### src/rtl/par_ser_pkg.sv
`default_nettype none
// ============================================================================
// Module   : par_ser_pkg
// Purpose  : Shared types and helpers for the CAN-XL/CAN-SEC parallel-to-
//            serial converter: FSM state encoding and word-length saturation.
// Ports    : none (package)
// Revision : 1.0 - initial release
// ============================================================================
package par_ser_pkg;

  typedef enum logic [1:0] {
    ST_IDLE  = 2'd0,
    ST_LOAD  = 2'd1,
    ST_SHIFT = 2'd2,
    ST_DONE  = 2'd3
  } state_e;

  // A length of zero, or one larger than the word, means "full word".
  // This keeps the bit counter from ever being loaded with an
  // out-of-range value.
  function automatic int unsigned sat_len(input int unsigned len,
                                          input int unsigned max_len);
    if ((len == 0) || (len > max_len)) begin
      return max_len;
    end
    return len;
  endfunction

endpackage
`default_nettype wire

### src/rtl/par_ser_shift_reg.sv
`default_nettype none
// ============================================================================
// Module   : par_ser_shift_reg
// Purpose  : Load/shift register with a down-counting bit counter. A word is
//            loaded right-aligned; the register re-aligns it so that the bit
//            to be sent next is always at a fixed position (o_cur_bit).
// Ports    : clk        - system clock, rising edge
//            rst_n      - asynchronous reset, active low
//            i_clr      - synchronous flush (empties register and counter)
//            i_load     - load i_data/i_len (wins over i_shift)
//            i_data     - word, bits [i_len-1:0] significant
//            i_len      - bits in word, already saturated to 1..DATA_W
//            i_shift    - advance by one bit (ignored when counter is 0)
//            o_cur_bit  - bit that the next shift emits
//            o_word_end - counter is zero, no bits left in this word
//            o_last_bit - exactly one bit left in this word
// Revision : 1.0 - initial release
// ============================================================================
module par_ser_shift_reg
  import par_ser_pkg::*;
#(
  parameter int DATA_W    = 44,
  parameter int CNT_W     = $clog2(DATA_W + 1),
  parameter bit MSB_FIRST = 1'b1
) (
  input  logic              clk,
  input  logic              rst_n,
  input  logic              i_clr,
  input  logic              i_load,
  input  logic [DATA_W-1:0] i_data,
  input  logic [CNT_W-1:0]  i_len,
  input  logic              i_shift,
  output logic              o_cur_bit,
  output logic              o_word_end,
  output logic              o_last_bit
);

  logic [DATA_W-1:0] r_sh;
  logic [CNT_W-1:0]  r_cnt;
  logic [DATA_W-1:0] w_load_val;
  logic [DATA_W-1:0] w_shift_val;

  generate
    if (MSB_FIRST) begin : g_msb_first
      // Left-justify so bit len-1 of the word lands on the MSB; bits above
      // len-1 fall off the top and are never sent.
      logic [CNT_W-1:0] w_pad;
      assign w_pad       = CNT_W'(DATA_W) - i_len;
      assign w_load_val  = i_data << w_pad;
      assign w_shift_val = {r_sh[DATA_W-2:0], 1'b0};
      assign o_cur_bit   = r_sh[DATA_W-1];
    end else begin : g_lsb_first
      // Bits above len-1 stay in the register but the counter stops
      // before they reach bit 0.
      assign w_load_val  = i_data;
      assign w_shift_val = {1'b0, r_sh[DATA_W-1:1]};
      assign o_cur_bit   = r_sh[0];
    end
  endgenerate

  always_ff @(posedge clk or negedge rst_n) begin
    if (!rst_n) begin
      r_sh  <= '0;
      r_cnt <= '0;
    end else if (i_clr) begin
      r_sh  <= '0;
      r_cnt <= '0;
    end else if (i_load) begin
      r_sh  <= w_load_val;
      r_cnt <= i_len;
    end else if (i_shift && (r_cnt != '0)) begin
      r_sh  <= w_shift_val;
      r_cnt <= r_cnt - CNT_W'(1);
    end
  end

  assign o_word_end = (r_cnt == '0);
  assign o_last_bit = (r_cnt == CNT_W'(1));

endmodule
`default_nettype wire

### src/rtl/par_ser_conv_xl.sv
`default_nettype none
// ============================================================================
// Module   : par_ser_conv_xl
// Purpose  : Parallel-to-serial converter for the CAN-XL/CAN-SEC TX path.
//            Serialises a frame of variable-length words, one bit per
//            bit_tick, and drives the PCRC generator controls. A one-word
//            holding buffer allows back-to-back words with no bit gap.
// Ports    : clk             - system clock, rising edge
//            g_rst_n         - asynchronous reset, active low
//            ld_valid/ready  - word handshake (ready registered)
//            ld_data/len/last- word, length (0 or >DATA_W = DATA_W), last flag
//            bit_tick        - one-clk strobe per bit time
//            tx_abort        - flush and return to IDLE (highest priority)
//            tx_success      - frame acknowledged, leaves DONE
//            tx_serial_out   - serial bit
//            tx_pcrc_intl    - PCRC init request, high in IDLE only
//            tx_pcrc_enable  - one pulse per emitted bit
//            tx_pcrc_frm_cmp - one pulse after the final bit of a frame
//            tx_underrun     - bit_tick with no bit available
//            busy            - high outside IDLE
// Revision : 1.0 - initial release
// ============================================================================
module par_ser_conv_xl
  import par_ser_pkg::*;
#(
  parameter int   DATA_W    = 44,
  parameter int   CNT_W     = $clog2(DATA_W + 1),
  parameter bit   MSB_FIRST = 1'b1,
  parameter logic IDLE_LVL  = 1'b0
) (
  input  logic              clk,
  input  logic              g_rst_n,
  input  logic              ld_valid,
  output logic              ld_ready,
  input  logic [DATA_W-1:0] ld_data,
  input  logic [CNT_W-1:0]  ld_len,
  input  logic              ld_last,
  input  logic              bit_tick,
  input  logic              tx_abort,
  input  logic              tx_success,
  output logic              tx_serial_out,
  output logic              tx_pcrc_intl,
  output logic              tx_pcrc_enable,
  output logic              tx_pcrc_frm_cmp,
  output logic              tx_underrun,
  output logic              busy
);

  state_e            r_state;
  state_e            w_nxt_state;

  // Holding buffer
  logic              r_hold_vld;
  logic [DATA_W-1:0] r_hold_data;
  logic [CNT_W-1:0]  r_hold_len;
  logic              r_hold_last;
  logic              w_nxt_hold_vld;
  logic              w_xfer;
  logic [CNT_W-1:0]  w_len_sat;

  // Word currently in the shifter is the last of its frame
  logic              r_cur_last;

  // Registered outputs
  logic              r_ld_ready;
  logic              r_serial;
  logic              r_intl;
  logic              r_pcrc_en;
  logic              r_frm_cmp;
  logic              r_underrun;
  logic              r_busy;

  // Output/datapath controls
  logic              w_emit;
  logic              w_sh_load;
  logic              w_hold_pop;
  logic              w_nxt_serial;
  logic              w_nxt_en;
  logic              w_nxt_frm;
  logic              w_nxt_und;

  // Shifter status
  logic              w_cur_bit;
  logic              w_word_end;
  logic              w_last_bit;

  par_ser_shift_reg #(
    .DATA_W    (DATA_W),
    .CNT_W     (CNT_W),
    .MSB_FIRST (MSB_FIRST)
  ) u_shift (
    .clk        (clk),
    .rst_n      (g_rst_n),
    .i_clr      (tx_abort),
    .i_load     (w_sh_load),
    .i_data     (r_hold_data),
    .i_len      (r_hold_len),
    .i_shift    (w_emit),
    .o_cur_bit  (w_cur_bit),
    .o_word_end (w_word_end),
    .o_last_bit (w_last_bit)
  );

  // A word offered while aborting is dropped.
  assign w_xfer    = ld_valid && r_ld_ready && !tx_abort;
  assign w_len_sat = CNT_W'(sat_len(32'(ld_len), DATA_W));

  // ------------------------------------------------------------------------
  // State register
  // ------------------------------------------------------------------------
  always_ff @(posedge clk or negedge g_rst_n) begin
    if (!g_rst_n) begin
      r_state <= ST_IDLE;
    end else begin
      r_state <= w_nxt_state;
    end
  end

  // ------------------------------------------------------------------------
  // Next-state logic
  // ------------------------------------------------------------------------
  always_comb begin
    w_nxt_state = r_state;
    case (r_state)
      ST_IDLE:  if (r_hold_vld) w_nxt_state = ST_LOAD;
      ST_LOAD:  w_nxt_state = ST_SHIFT;
      // The final bit was emitted last clk once the counter of a last word
      // has drained.
      ST_SHIFT: if (w_word_end && r_cur_last) w_nxt_state = ST_DONE;
      ST_DONE:  if (tx_success) w_nxt_state = ST_IDLE;
      default:  w_nxt_state = ST_IDLE;
    endcase
    if (tx_abort) begin
      w_nxt_state = ST_IDLE;
    end
  end

  // ------------------------------------------------------------------------
  // Output / datapath control logic
  // ------------------------------------------------------------------------
  always_comb begin
    w_emit       = 1'b0;
    w_sh_load    = 1'b0;
    w_hold_pop   = 1'b0;
    w_nxt_serial = r_serial;
    w_nxt_en     = 1'b0;
    w_nxt_frm    = 1'b0;
    w_nxt_und    = 1'b0;
    case (r_state)
      ST_IDLE: begin
        w_nxt_serial = IDLE_LVL;
      end
      ST_LOAD: begin
        w_sh_load  = 1'b1;
        w_hold_pop = 1'b1;
      end
      ST_SHIFT: begin
        w_emit = bit_tick && !w_word_end;
        if (w_emit) begin
          w_nxt_serial = w_cur_bit;
          w_nxt_en     = 1'b1;
        end
        if (bit_tick && w_word_end) begin
          w_nxt_serial = IDLE_LVL;
          w_nxt_und    = !r_cur_last;
        end
        // Reload while the final bit of the current word is going out, so
        // the next tick finds the new word already in place; a word that
        // arrives after the shifter ran dry is picked up on the next clk.
        if (!r_cur_last && r_hold_vld && (w_word_end || (w_emit && w_last_bit))) begin
          w_sh_load  = 1'b1;
          w_hold_pop = 1'b1;
        end
        if (w_word_end && r_cur_last) begin
          w_nxt_frm = 1'b1;
        end
      end
      ST_DONE: begin
        if (bit_tick) w_nxt_serial = IDLE_LVL;
      end
      default: begin
        w_nxt_serial = IDLE_LVL;
      end
    endcase
    if (tx_abort) begin
      w_emit       = 1'b0;
      w_sh_load    = 1'b0;
      w_hold_pop   = 1'b0;
      w_nxt_serial = IDLE_LVL;
      w_nxt_en     = 1'b0;
      w_nxt_frm    = 1'b0;
      w_nxt_und    = 1'b0;
    end
  end

  // xfer and pop never coincide: xfer needs ready, which implies hold empty.
  assign w_nxt_hold_vld = tx_abort ? 1'b0 :
                          (w_xfer || (r_hold_vld && !w_hold_pop));

  // ------------------------------------------------------------------------
  // Holding buffer, current-word flag and registered outputs
  // ------------------------------------------------------------------------
  always_ff @(posedge clk or negedge g_rst_n) begin
    if (!g_rst_n) begin
      r_hold_vld  <= 1'b0;
      r_hold_data <= '0;
      r_hold_len  <= '0;
      r_hold_last <= 1'b0;
      r_cur_last  <= 1'b0;
      r_ld_ready  <= 1'b1;
      r_serial    <= IDLE_LVL;
      r_intl      <= 1'b1;
      r_pcrc_en   <= 1'b0;
      r_frm_cmp   <= 1'b0;
      r_underrun  <= 1'b0;
      r_busy      <= 1'b0;
    end else begin
      r_hold_vld <= w_nxt_hold_vld;
      if (tx_abort) begin
        r_hold_data <= '0;
        r_hold_len  <= '0;
        r_hold_last <= 1'b0;
        r_cur_last  <= 1'b0;
      end else begin
        if (w_xfer) begin
          r_hold_data <= ld_data;
          r_hold_len  <= w_len_sat;
          r_hold_last <= ld_last;
        end
        if (w_sh_load) begin
          r_cur_last <= r_hold_last;
        end
      end
      r_ld_ready <= !w_nxt_hold_vld && (w_nxt_state != ST_DONE);
      r_serial   <= w_nxt_serial;
      r_intl     <= (w_nxt_state == ST_IDLE);
      r_pcrc_en  <= w_nxt_en;
      r_frm_cmp  <= w_nxt_frm;
      r_underrun <= w_nxt_und;
      r_busy     <= (w_nxt_state != ST_IDLE);
    end
  end

  assign ld_ready        = r_ld_ready;
  assign tx_serial_out   = r_serial;
  assign tx_pcrc_intl    = r_intl;
  assign tx_pcrc_enable  = r_pcrc_en;
  assign tx_pcrc_frm_cmp = r_frm_cmp;
  assign tx_underrun     = r_underrun;
  assign busy            = r_busy;

endmodule
`default_nettype wire

### config.mk
export PLATFORM = sky130hd
export DESIGN_NAME = par_ser_conv_xl
export DESIGN_NICKNAME = d
export VERILOG_FILES = /design/src/rtl/par_ser_pkg.sv /design/src/rtl/par_ser_shift_reg.sv /design/src/rtl/par_ser_conv_xl.sv
export SDC_FILE = /design/constraint.sdc
export NUM_CORES = 1
export LEC_CHECK = 0
export BUFFER_PORTS_ARGS = -buffer_cell sky130_fd_sc_hd__clkbuf_2
export CAP_MARGIN = 20
export CORE_MARGIN = 2
export CORE_UTILIZATION = 40
export DETAILED_ROUTE_END_ITERATION = 10
export GPL_ROUTABILITY_DRIVEN = 1
export GPL_TIMING_DRIVEN = 0
export PLACE_DENSITY = 0.67
export SKIP_CTS_REPAIR_TIMING = 1
export SLEW_MARGIN = 25
export SYNTH_ARGS = -nofsm -noshare
export SYNTH_HDL_FRONTEND = slang
export SYNTH_SLANG_ARGS = --single-unit
### constraint.sdc
create_clock -name clk -period 3.5 [get_ports clk]
set_input_delay 0.175 -clock clk [delete_from_list [all_inputs] [get_ports clk]]
set_output_delay 0.175 -clock clk [all_outputs]
set_load 0.02 [all_outputs]
# After elaboration in Yosys (flattened, before gate mapping)
# Cells that the tools add are included.
# word_totals
regBits,112
inputBits,57
output_inout_bits,7
word_cells,98
# classes
n_addsub,2
magnitude_cmp,1
eq_ne,7
n_shift,1
mux,42
n_reduce_logical,30
# op_table
operator,count
two-way mux 44 bit,5
left shift 44 x 6 -> 44 bit,1
two-way mux 6 bit,7
two-way mux 1 bit,23
zero test 6 bit,2
logical AND 1 bit,11
two-way mux 2 bit,4
case mux 2 bit (4 select lines),1
"== test 6 x 1 -> 1 bit, second input constant",1
"> comparator 6 bit, second input constant",1
nonzero test 2 bit,3
nonzero test 6 bit,1
"subtractor 6 x 1 -> 6 bit, second input constant",1
"subtractor 6 bit, first input constant",1
zero test 1 bit,5
"== test 2 bit, second input constant",2
zero test 2 bit,2
"!= test 4 bit, second input constant",1
nonzero test 4 bit,1
logical OR 1 bit,3
"!= test 3 bit, second input constant",1
case mux 1 bit (3 select lines),1
AND reduction 3 bit,1
nonzero test 3 bit,1
3 further kinds,3

# Longest topological paths before layout
# Gate-level depths: netlist of the first run.
# logic_depth
depth_word,15
ltp_mapped,12
depth_no_buf,9

# Cells and area by module
# A second synthesis of the first run with hierarchy kept.
# hier_totals
hier_cells,857
hier_area_um2,7857.5
# by_module_without_submodules
mod,instances,cells_each,area_per_inst_um2,seq_area_each_um2
par_ser_shift_reg,1,572,5235.0,1251.2
par_ser_conv_xl,1,285,2622.5,1554.0

# Least setup slack after synthesis of the first run
# No wires, ideal clock.
# synth_timing
path_kind,register -> register
from,reg r_hold_len[0]
to,reg u_shift.r_sh[38]
arrival_ns,2.931
t_required_ns,3.380
setup_slack_ns,0.449
stages_incl_launch_ff,11
path_buffers,3
cell_sequence,dfrtp_1 -> buf_2 -> inv_2 -> buf_2 -> ha_1 -> buf_1 -> mux2_2 -> mux4_2 -> o21ai_0 -> o22ai_1 -> a31o_2
# synth_between
elab_chain_len,4
# synth_lines
item,line,text
start: declaration,par_ser_conv_xl.sv:55,logic [CNT_W-1:0] r_hold_len;
start signal: assignment,par_ser_conv_xl.sv:227,r_hold_len <= w_len_sat;
subtractor 6 bit,par_ser_shift_reg.sv:48,assign w_pad = CNT_W'(DATA_W) - i_len;
left shift 44 x 6 -> 44 bit,par_ser_shift_reg.sv:49,assign w_load_val = i_data << w_pad;
two-way mux 44 bit,par_ser_shift_reg.sv:68,end else if (i_load) begin
two-way mux 44 bit,par_ser_shift_reg.sv:65,end else if (i_clr) begin
end signal: assignment,par_ser_shift_reg.sv:69,r_sh <= w_load_val;
end signal: assignment,par_ser_shift_reg.sv:72,r_sh <= w_shift_val;
end: declaration,par_ser_shift_reg.sv:38,logic [DATA_W-1:0] r_sh;
# No other way between the ends.
# A chain may end at the register's enable or synchronous reset.

# Worst setup path in the final report of the first run
# layout_timing
from,reg r_hold_len[0]
to,reg u_shift.r_sh[42]
# Same word-level chain as after synthesis.

==> flow_metrics.py, run 1 <==
metrics = {
    "logic_synthesis": {
        "synthArstFlopShare_pct": 100,
        "avgSynthCellArea_um2": 9.87,
        "syn_nets": 811,
        "ys_ff_latch": 112,
        "synth_cell_types": 72,
        "synth-edff-count": 0,
        "synth-main-ff-cell": "dfrtp_1",
        "yosysSeqAreaShare_pct": 38.1,
        "syn_inst": 746,
        "synth_area_um2": 7360,
        "ys_warn_count": 0,
    },
    "worst_setup_path": {
        "crit_fanout": 10,
        "crit_path_end_kind": "flip-flop",
        "cp.arrival_ps": 3530,
        "r2r_setup_slack_ps": 170,
        "ff2ff_path_depth": 12,
        "cpMostUsedCell": "buf_4",
        "critPathMaxStageDelay_ps": 380,
        "crit_chain": "buf_4, inv_4, buf_4, ha_4, clkbuf_4, buf_4, mux2_2, mux2_2, mux2i_1, mux2i_1, a21oi_1, o311ai_0",
        "r2r-end": "u_shift.r_sh[42]$_DFFE_PN0P_",
        "crit_type": "reg -> reg",
        "r2r_start": "r_hold_len[0]$_DFFE_PN0P_",
        "required_ps": 3700,
        "worstSetupStartpointType": "flip-flop",
        "critPathSlowestCell": "mux2_2",
        "cp-startpoint": "r_hold_len[0]$_DFFE_PN0P_",
    },
    "die": {
        "die_w_um": 140,
        "core_um2": 18000,
        "rows": 49,
        "num_io_pins": 64,
        "dieArea_um2": 19500,
        "start_util_pct": 40.8,
        "die_h_um": 140,
    },
    "global_route": {
        "grt-ovfl-total": 0,
        "grt_max_degree": 64,
        "grt_first_pass_wirelength_um": 35900,
        "antenna_found_initial": 0,
        "grt_pass1_vias": 6211,
        "track_usage_pct": 23.4,
    },
    "detailed_routing": {
        "drt_wl_total_um": 22700,
        "route.detailed.drc": 0,
        "drtAntennaViolNets": 0,
        "num_vias": 6439,
        "firstDrtPassIters": 5,
        "via_per_inst": 6.10,
        "wl_per_cell_um": 21.5,
        "drt-initial-drc-count": 715,
    },
    "min_path": {
        "hold-path-endpoint": "r_hold_data[10]$_DFFE_PN0P_",
        "holdPathStages": 2,
        "hold_class": "in -> reg",
        "hp-start": "ld_data[10]",
    },
    "place": {
        "routabilityCongestion": 1.01,
        "place_area_um2": 8000,
        "portBuffers": 63,
        "dp.cells": 1039,
        "dp_hpwl_um": 17500,
        "pre_cts_ws_ps": -512,
    },
    "cells_and_area": {
        "areaGrowthSynthToFinish_pct": 13.6,
        "fill_cells": 1743,
        "ff_latch_area_um2": 2810,
        "final_area_um2": 8360,
        "stdcell_count": 1056,
        "multi_input_area_um2": 4290,
        "fin_nets": 887,
        "drive_gt1_share_pct": 21.9,
        "antennaDiodeCount": 0,
    },
    "pwr": {
        "powerDensity_nw_per_um2": 436,
        "p_total_mw": 3.64,
        "peakVddDrop_v": 0.000258,
        "p_leak_nw": 3.64,
    },
    "outcome": {
        "outcome": "finished, final reports clean",
    },
    "clocking": {
        "clk_pin_slew_ps": 70,
        "clockBufferDepth": 2,
        "clock-sinks": 112,
        "root_buffer": "clkbuf_16",
        "htree_levels": 3,
        "clock_latency_ps": 370,
        "cts_tree": "yes",
        "numCtsBuffers": 9,
    },
    "sta": {
        "post-route-period-util_pct": 95.0,
        "skew_ps": 9.06,
        "hold_viol_final": 0,
        "worst_slew_pin_slew_ps": 844,
        "maxSlewViolCount": 0,
        "relSlewSlack_pct": 43.4,
        "worst_slack_ps": 175,
        "rsz0062_at_grt": "false",
        "post-route-min-period_ps": 3330,
        "clock.fmax_mhz": 301,
        "setup_viol": 0,
        "tns_ps": 0,
    },
    "run": {
        "maxCapViolCount": 0,
    },
}
[cells in the final DEF (no fill, tap or decap), types with 3 or more instances in the layout]
| master | synthesis | layout |
|---|---|---|
| dfrtp_1 | 110 | 110 |
| mux2i_1 | 67 | 67 |
| clkbuf_2 | 0 | 63 |
| o21ai_0 | 58 | 55 |
| nor2_1 | 49 | 49 |
| a22o_1 | 49 | 49 |
| nand2_1 | 47 | 47 |
| mux2_2 | 46 | 46 |
| a21oi_1 | 38 | 38 |
| clkbuf_1 | 30 | 32 |
| nand3_1 | 19 | 19 |
| o21a_1 | 19 | 19 |
| inv_1 | 15 | 15 |
| buf_2 | 19 | 14 |
| mux4_2 | 13 | 13 |
| o211ai_1 | 12 | 12 |
| a31oi_1 | 11 | 11 |
| nor3_1 | 10 | 10 |
| o22ai_1 | 9 | 9 |
| clkbuf_16 | 0 | 9 |
| o22a_1 | 7 | 7 |
| ha_1 | 8 | 7 |
| o221ai_1 | 6 | 6 |
| buf_4 | 2 | 5 |
| nor2b_1 | 5 | 5 |
| buf_1 | 6 | 5 |
| a21o_1 | 5 | 5 |
| nand2b_1 | 5 | 5 |
| a211oi_1 | 5 | 5 |
| o21ai_1 | 2 | 5 |
| o31ai_1 | 4 | 4 |
| or2_2 | 4 | 4 |
| and2_1 | 3 | 3 |
| and3_1 | 3 | 3 |
| xor2_2 | 2 | 3 |
| o32a_1 | 3 | 3 |
| o211a_1 | 3 | 3 |
| or3_1 | 3 | 3 |
[per-stage QoR]
stage | util [%] | hold WS, ps
after floorplan | - | -121
final | 46.4 | 20.3
after detailed placement | 44.4 | 142
after global routing | 46.4 | 25.9
after global placement | 44.2 | 398
after CTS | 46.0 | -254
[where the power goes]
group          switching (mW)  leakage [nW]  internal, mW
logic                   0.657          2.02         0.422
registers              0.0866          1.48          1.40
clock network           0.498         0.143         0.577
total                    1.24          3.64          2.40
[cells in the mapped netlist (all sizes together) (3+ instances only)]
cell,n,area (um2)
and3,3,18.8
nand2,48,183
and2,3,18.8
nand2b,5,31.3
a211oi,5,37.5
o22a,7,61.3
a31oi,11,68.8
or3,3,18.8
xnor2,4,50.1
mux2i,67,671
nand3,20,113
mux4,13,293
o211a,3,30.0
mux2,46,518
o21a,19,143
a22o,49,429
nor2b,5,31.3
a21o,5,37.5
nor3,11,66.3
o221ai,6,52.6
or2,5,31.3
o32a,3,30.0
o22ai,9,56.3
dfrtp,110,2750
xor2,5,58.8
ha,8,100
o31ai,5,51.3
nor2,49,184
inv,17,63.8
o21ai,60,300
o211ai,12,90.1
a21oi,38,190
clkbuf,30,113
buf,27,133
[layer usage]
metal / up-vias / global-route usage (%) / part of all wire (%)
li1: 2969 / - / -
met3: 46 / 4.54 / 7.3
met1: 3149 / 33.2 / 44
met4: 0 / 8.05 / 2.5
met2: 275 / 35.8 / 46
met5: - / 0 / 0
[critical path: cells and delay by family, from the launching register on]
family                   cells  cell delay [ps]
multiplexers                 4             1050
buffers and inverters        5             1010
AO/OA/AOI/OAI                2              410
adder cells (fa/ha/maj)      1              330
flip-flops                   1              320
[worst max path at each step]
stage                                   end  slack [ps]
6_report       u_shift.r_sh[42]$_DFFE_PN0P_         170
2_1_floorplan  u_shift.r_sh[38]$_DFFE_PN0P_         450
4_1_cts        u_shift.r_sh[22]$_DFFE_PN0P_        -500
3_3_place_gp   u_shift.r_sh[22]$_DFFE_PN0P_        -510
3_5_place_dp   u_shift.r_sh[22]$_DFFE_PN0P_        -510
5_1_grt        u_shift.r_sh[42]$_DFFE_PN0P_          10
[cell type report]
type	instances	share of cell area, %
clock inverters	4	0.613
clock buffers	12	2.95
plain buffers	57	3.10
well taps	229	3.43
repair buffers	65	4.32
flip-flops and latches	112	33.5
inverters	17	0.793
multi-input cells	560	51.2
[logic make-up (layout without fill, tap and decap cells)]
family | Yosys count | after routing | share of synthesized area (%)
AOI/OAI and AO/OA | 253 | 253 | 24.0
and+or+nand+nor | 164 | 164 | 10.7
muxes | 126 | 126 | 20.1
DFF | 112 | 112 | 38.1
buffers and inverters | 74 | 155 | 4.20
xor gates and xnor gates | 9 | 9 | 1.48
adders and majority gates | 8 | 8 | 1.36
[flip-flops by register name, summed over array words and instances (netlist names), 2 cells and up]
name / cells
u_shift.r_sh: 44
r_hold_data: 44
u_shift.r_cnt: 6
r_hold_len: 6
r_state: 2
No activity file was read; power rests on OpenSTA's default activity.
==> run 2: changes to the inputs <==
--- a/config.mk
+++ b/config.mk
@@ -7,7 +7,7 @@
 export LEC_CHECK = 0
 export BUFFER_PORTS_ARGS = -buffer_cell sky130_fd_sc_hd__clkbuf_2
 export CAP_MARGIN = 20
-export CORE_MARGIN = 2
+export CORE_MARGIN = 5
 export CORE_UTILIZATION = 40
 export DETAILED_ROUTE_END_ITERATION = 10
 export GPL_ROUTABILITY_DRIVEN = 1
@@ -17,4 +17,5 @@
 export SLEW_MARGIN = 25
 export SYNTH_ARGS = -nofsm -noshare
 export SYNTH_HDL_FRONTEND = slang
+export SYNTH_HIERARCHICAL = 1
 export SYNTH_SLANG_ARGS = --single-unit
==> run 2 against run 1 <==
Die area rose by 16%. Sequential share of layout area fell by 2.8 points. Core utilization rose by 0.58 points. Routed wire length rose by 11%. Largest power group unchanged. Critical path type unchanged. Critical endpoint is now u_shift/r_sh[38]$_DFFE_PN0P_. Non-clock buffer count rose by 9. Hold slack got worse by 8.8 ps. Register-to-register slack got worse by 120 ps. Power fell by 2.3%. Maximum frequency fell by 3.4%. Critical path depth rose by 1.
==> flow_metrics.py, run 2 <==
metrics = {
    "sta": {
        "tns_ps": 0,
        "maxSlewViolCount": 0,
        "post-route-min-period_ps": 3440,
        "setup_viol": 0,
        "holdWs_ps": 11.4,
        "clock.fmax_mhz": 291,
        "post-route-period-util_pct": 98.3,
        "worst_slew_pin_slew_ps": 686,
        "hold_viol_final": 0,
        "relSlewSlack_pct": 53.7,
        "skew_ps": 10.8,
    },
    "clocking": {
        "root_buffer": "clkbuf_16",
        "clock_latency_ps": 370,
        "numCtsBuffers": 9,
        "clock-sinks": 112,
        "htree_levels": 3,
        "cts_tree": "yes",
        "clk_pin_slew_ps": 80,
        "clockBufferDepth": 2,
    },
    "worst_setup_path": {
        "crit_path_end_kind": "flip-flop",
        "required_ps": 3740,
        "crit_fanout": 10,
        "worstSetupStartpointType": "flip-flop",
        "crit_type": "reg -> reg",
        "cp.arrival_ps": 3680,
    },
    "cells_and_area": {
        "layout_common_cells": "nand2_1 (142), dfrtp_1 (110), a21oi_1 (75), nor2_1 (74), clkbuf_2 (65)",
        "largestRegisters": "r_hold_data x44, u_shift/r_sh x44",
        "antennaDiodeCount": 0,
        "stdcell_count": 1204,
        "fin_nets": 998,
        "drive_gt1_share_pct": 25.1,
        "layout_commonest_cell": "nand2_1",
        "fill_cells": 1930,
        "areaGrowthSynthToFinish_pct": 16.0,
    },
    "run": {
        "maxCapViolCount": 0,
    },
    "global_route": {
        "grt_max_degree": 68,
        "track_usage_pct": 22.5,
        "grt_pass1_vias": 6767,
        "grt_first_pass_wirelength_um": 39200,
        "grt-ovfl-total": 0,
        "antenna_found_initial": 0,
    },
    "detailed_routing": {
        "wl_per_cell_um": 21.0,
        "drtAntennaViolNets": 0,
        "route.detailed.drc": 0,
        "drt_wl_total_um": 25300,
        "drt-initial-drc-count": 712,
        "num_vias": 7171,
        "via_per_inst": 5.96,
        "firstDrtPassIters": 5,
    },
    "min_path": {
        "hold_class": "in -> reg",
    },
    "pwr": {
        "comb_power_share_pct": 29.3,
        "p_sw_mw": 1.23,
        "peakVddDrop_v": 0.000252,
        "swShare_pct": 34.5,
        "power_frac_clock_pct": 30.4,
        "p_leak_nw": 3.76,
        "powerDensity_nw_per_um2": 391,
        "seqPwrFrac_pct": 40.3,
        "p_int_mw": 2.33,
    },
    "logic_synthesis": {
        "synth-main-ff-cell": "dfrtp_1",
        "synth_cell_types": 74,
        "ys_warn_count": 6,
        "syn_nets": 921,
        "synth_commonest_cells": "nand2_1 (142), dfrtp_1 (110), a21oi_1 (77)",
        "synth_area_um2": 7860,
        "synth_most_common_cell": "nand2_1",
        "synth.area.top_cells": "dfrtp_1 (35%), mux2i_1 (7.6%), mux4_2 (6.9%)",
        "yosysSeqAreaShare_pct": 35.7,
        "syn_inst": 857,
        "synth-edff-count": 0,
        "yosysTopAreaCell": "dfrtp_1",
        "ys_ff_latch": 112,
        "synthArstFlopShare_pct": 100,
        "synth_top_area_share_pct": 35.0,
        "avgSynthCellArea_um2": 9.17,
    },
    "die": {
        "die_w_um": 150,
        "num_io_pins": 64,
        "start_util_pct": 40.5,
        "die_h_um": 150,
        "rows": 51,
        "dieArea_um2": 22500,
        "core_um2": 19400,
    },
    "outcome": {
        "outcome": "finished, final reports clean",
    },
    "place": {
        "dp.cells": 1186,
        "routabilityCongestion": 0.978,
        "portBuffers": 63,
        "dp_hpwl_um": 19300,
    },
}
-- run 2: power by group through the flow --
stage / registers, mW / clock network, mW / logic (mW)
floorplan: 1.44 / 0 / 0.656
global placement: 1.46 / 0 / 0.956
detailed placement: 1.46 / 0 / 0.958
CTS: 1.43 / 1.11 / 0.963
global route: 1.45 / 1.15 / 1.11
finish: 1.44 / 1.08 / 1.04
-- run 2: kinds of logic (layout without fill, tap and decap cells) --
logic type	after synthesis	count (layout)	share of synthesized area [%]
buffers and inverters	78	160	5.11
multiplexers	123	123	20.5
flip-flops	112	112	35.7
AND/OR/NAND/NOR	293	293	16.7
AO/OA/AOI/OAI	231	231	19.0
XOR/XNOR	13	13	1.83
adder cells (fa/ha/maj)	7	7	1.11
-- run 2: area by class of cell --
| cell class | instances | area [um2] | share of cell area, % |
|---|---|---|---|
| inverter | 13 | 51.3 | 0.563 |
| multi-input combinational | 667 | 4870 | 53.4 |
| clock inverter | 7 | 77.6 | 0.851 |
| timing repair buffer | 68 | 384 | 4.22 |
| tap | 265 | 332 | 3.64 |
| sequential | 112 | 2810 | 30.8 |
| clock buffer | 9 | 225 | 2.47 |
| buffer | 63 | 369 | 4.05 |
-- run 2: metrics by stage --
| stage | utilization, % | worst slack, ps | power (mW) | cell area [um2] |
|---|---|---|---|---|
| finish | 47.0 | 59.1 | 3.56 | 9110 |
| global route | 47.0 | -21.1 | 3.71 | 9110 |
| CTS | 45.6 | -504 | 3.51 | 8840 |
| detailed placement | 44.0 | -474 | 2.42 | 8540 |
| global placement | 43.8 | -463 | 2.41 | 8500 |
| floorplan | - | 392 | 2.10 | 7860 |
-- run 2: worst max-delay path: stages (launching register included) --
cell and delay (ps):
dfrtp_1 370, buf_6 160, buf_12 160, inv_4 90, buf_6 170, ha_1 280
buf_2 210, buf_4 230, mux2_2 380, mux2i_1 380, mux2_2 260, mux2i_2 120
a2111oi_4 410, nor3_1 80
-- run 2: path summary, 6_finish.rpt --
kind                                           endpoint                   startpoint  cells after the start  slack (ps)
min in group asynchronous  u_shift/r_cnt[5]$_DFFE_PN0P_                      g_rst_n                      2         310
hold / removal              r_hold_data[31]$_DFFE_PN0P_                  ld_data[31]                      3          10
setup reg to reg           u_shift/r_sh[38]$_DFFE_PN0P_    r_hold_len[0]$_DFFE_PN0P_                     13          60
max in group asynchronous   r_hold_data[24]$_DFFE_PN0P_                      g_rst_n                      3        2520
hold reg to reg             u_shift/r_sh[3]$_DFFE_PN0P_  u_shift/r_sh[3]$_DFFE_PN0P_                      2         490
setup / recovery           u_shift/r_sh[38]$_DFFE_PN0P_    r_hold_len[0]$_DFFE_PN0P_                     13          60
-- run 2: per-layer routing --
metal | global-route usage (%) | part of all wire, %
met1 | 31.7 | 44
met2 | 35.0 | 46
met3 | 3.97 | 6.5
met4 | 8.14 | 3.2
met5 | 0 | 0
==> run 3: changes to the inputs <==
--- a/config.mk
+++ b/config.mk
@@ -7,12 +7,14 @@
 export LEC_CHECK = 0
 export BUFFER_PORTS_ARGS = -buffer_cell sky130_fd_sc_hd__clkbuf_2
 export CAP_MARGIN = 20
+export CELL_PAD_IN_SITES_DETAIL_PLACEMENT = 1
+export CELL_PAD_IN_SITES_GLOBAL_PLACEMENT = 2
 export CORE_MARGIN = 5
-export CORE_UTILIZATION = 40
+export CORE_UTILIZATION = 38
 export DETAILED_ROUTE_END_ITERATION = 10
 export GPL_ROUTABILITY_DRIVEN = 1
 export GPL_TIMING_DRIVEN = 0
-export PLACE_DENSITY = 0.67
+export PLACE_DENSITY = 0.9
 export SKIP_CTS_REPAIR_TIMING = 1
 export SLEW_MARGIN = 25
 export SYNTH_ARGS = -nofsm -noshare
==> run 3 against run 2 <==
Maximum frequency increased by 0.64%. Setup slack improved by 22 ps. Register-to-register slack improved by 20 ps. Power increased by 0.51%. Hold slack got worse by 2.7 ps. Clock skew increased by 1.8 ps. Combinational power increased by 5%. Largest cell class unchanged.
==> flow_metrics.py, run 3 (synthesis results as in run 2) <==
metrics = {
    "die": {
        "core_um2": 20300,
        "dieArea_um2": 23700,
        "num_io_pins": 64,
        "die_h_um": 154,
        "die_w_um": 154,
        "rows": 52,
        "start_util_pct": 38.7,
    },
    "sta": {
        "worst_slew_pin_slew_ps": 736,
        "setup_viol": 0,
        "post-route-min-period_ps": 3420,
        "post-route-period-util_pct": 97.7,
        "maxSlewViolCount": 0,
        "clock.fmax_mhz": 292,
        "relSlewSlack_pct": 50.9,
        "worst_slack_ps": 81.1,
        "hold_viol_final": 0,
        "tns_ps": 0,
        "skew_ps": 12.7,
    },
    "global_route": {
        "grt_max_degree": 66,
        "use_met3_pct": 2.56,
        "track_usage_pct": 22.9,
        "grt_pass1_vias": 7375,
        "busiest_layer": "met2",
        "grt_util_met2_pct": 36.5,
        "grt_first_pass_wirelength_um": 43100,
        "antenna_found_initial": 0,
        "grt-ovfl-total": 0,
        "gr-usage-met1_pct": 31.7,
    },
    "clocking": {
        "cts_tree": "yes",
        "clk_pin_slew_ps": 90,
        "htree_levels": 3,
        "clock-sinks": 112,
        "numCtsBuffers": 9,
        "clockBufferDepth": 2,
        "clock_latency_ps": 370,
        "root_buffer": "clkbuf_16",
    },
    "place": {
        "pre_cts_ws_ps": -512,
        "dp_hpwl_um": 21200,
        "routabilityCongestion": 0.949,
        "dp.cells": 1191,
        "portBuffers": 63,
    },
    "detailed_routing": {
        "drt_wl_total_um": 27800,
        "num_vias": 7159,
        "route.detailed.drc": 0,
        "via_per_inst": 5.93,
        "wl_per_cell_um": 23.0,
        "drtAntennaViolNets": 0,
        "drt-initial-drc-count": 556,
        "firstDrtPassIters": 5,
    },
    "min_path": {
        "hold_class": "in -> reg",
    },
    "pwr": {
        "p_total_mw": 3.58,
        "p_leak_nw": 3.73,
        "powerDensity_nw_per_um2": 391,
        "peakVddDrop_v": 0.000212,
    },
    "cells_and_area": {
        "antennaDiodeCount": 0,
        "layout_common_cells": "nand2_1 (142), dfrtp_1 (110), a21oi_1 (75), nor2_1 (73), clkbuf_2 (66)",
        "stdcell_count": 1207,
        "largestRegisters": "r_hold_data x44, u_shift/r_sh x44",
        "final_core_util_pct": 45.1,
        "fin_nets": 996,
        "areaGrowthSynthToFinish_pct": 16.4,
        "drive_gt1_share_pct": 26.1,
        "layout_commonest_cell": "nand2_1",
    },
    "worst_setup_path": {
        "crit_chain": "buf_6, buf_12, inv_6, buf_12, ha_1, clkbuf_4, buf_4, mux2_2, mux2i_2, mux2_2, mux2i_1, a2111oi_2, nor3_1",
        "worstSetupStartpointType": "flip-flop",
        "cp.arrival_ps": 3670,
        "required_ps": 3750,
        "crit_path_end_kind": "flip-flop",
        "crit_fanout": 10,
        "crit_type": "reg -> reg",
        "critPathSlowestCell": "mux2_2",
        "critPathMaxStageDelay_ps": 390,
    },
    "run": {
        "maxCapViolCount": 0,
    },
    "outcome": {
        "outcome": "finished, final reports clean",
    },
}
## run 3: cell count changes in the layout (fill, tap and decap cells not counted), moves of 2 or more
cell	before	now
mux2i_1	45	36
mux2_4	0	2
mux2_2	37	35
clkinv_4	2	4
o21ai_2	5	2
buf_4	10	7
clkbuf_4	0	2
mux2i_2	9	17
o21ai_1	3	6
## run 3: where the power goes
part	internal, mW	switching [mW]
sequential	1.37	0.0721
combinational	0.417	0.675
clock	0.500	0.547
total	2.29	1.29
## run 3: routing by layer
| metal | part of all wire, % | vias to the layer above |
|---|---|---|
| li1 | - | 3278 |
| met1 | 45 | 3568 |
| met2 | 47 | 259 |
| met3 | 4.8 | 54 |
| met4 | 3.5 | 0 |
| met5 | 0 | - |
## run 3: worst max-delay path: cells and delay by family (launching register included)
family                   cells  cell delay, ps
buffers and inverters        6             970
multiplexers                 4            1190
adder cells (fa/ha/maj)      1             270
AND/OR/NAND/NOR              1              80
flip-flops                   1             370
AO/OA/AOI/OAI                1             390
## run 3: cell type report
type                       instances  area [um2]
clock inverter                     7        63.8
inverter                          13        53.8
tap                              270         338
fill                            2374       11200
timing repair buffer              66         369
multi-input combinational        667        4910
clock buffer                       9         225
sequential                       112        2810
buffer                            63         382
## run 3: worst paths after layout
path / start / slack [ps] / depth (start not counted) / endpoint
max: r_hold_len[0]$_DFFE_PN0P_ / 80 / 13 / u_shift/r_sh[36]$_DFFE_PN0P_
min: ld_data[15] / 9 / 3 / r_hold_data[15]$_DFFE_PN0P_
max reg2reg: r_hold_len[0]$_DFFE_PN0P_ / 80 / 13 / u_shift/r_sh[36]$_DFFE_PN0P_
min reg2reg: u_shift/r_sh[1]$_DFFE_PN0P_ / 490 / 2 / u_shift/r_sh[1]$_DFFE_PN0P_
max in group asynchronous: g_rst_n / 2510 / 3 / u_shift/r_sh[15]$_DFFE_PN0P_
min in group asynchronous: g_rst_n / 300 / 2 / r_hold_len[2]$_DFFE_PN0P_
## run 3: metrics by stage
step,hold WS [ps],cell area [um2]
finish,8.79,9150
global route,17.5,9150
floorplan,-121,7860
global placement,395,8510
detailed placement,142,8550
CTS,-260,8840
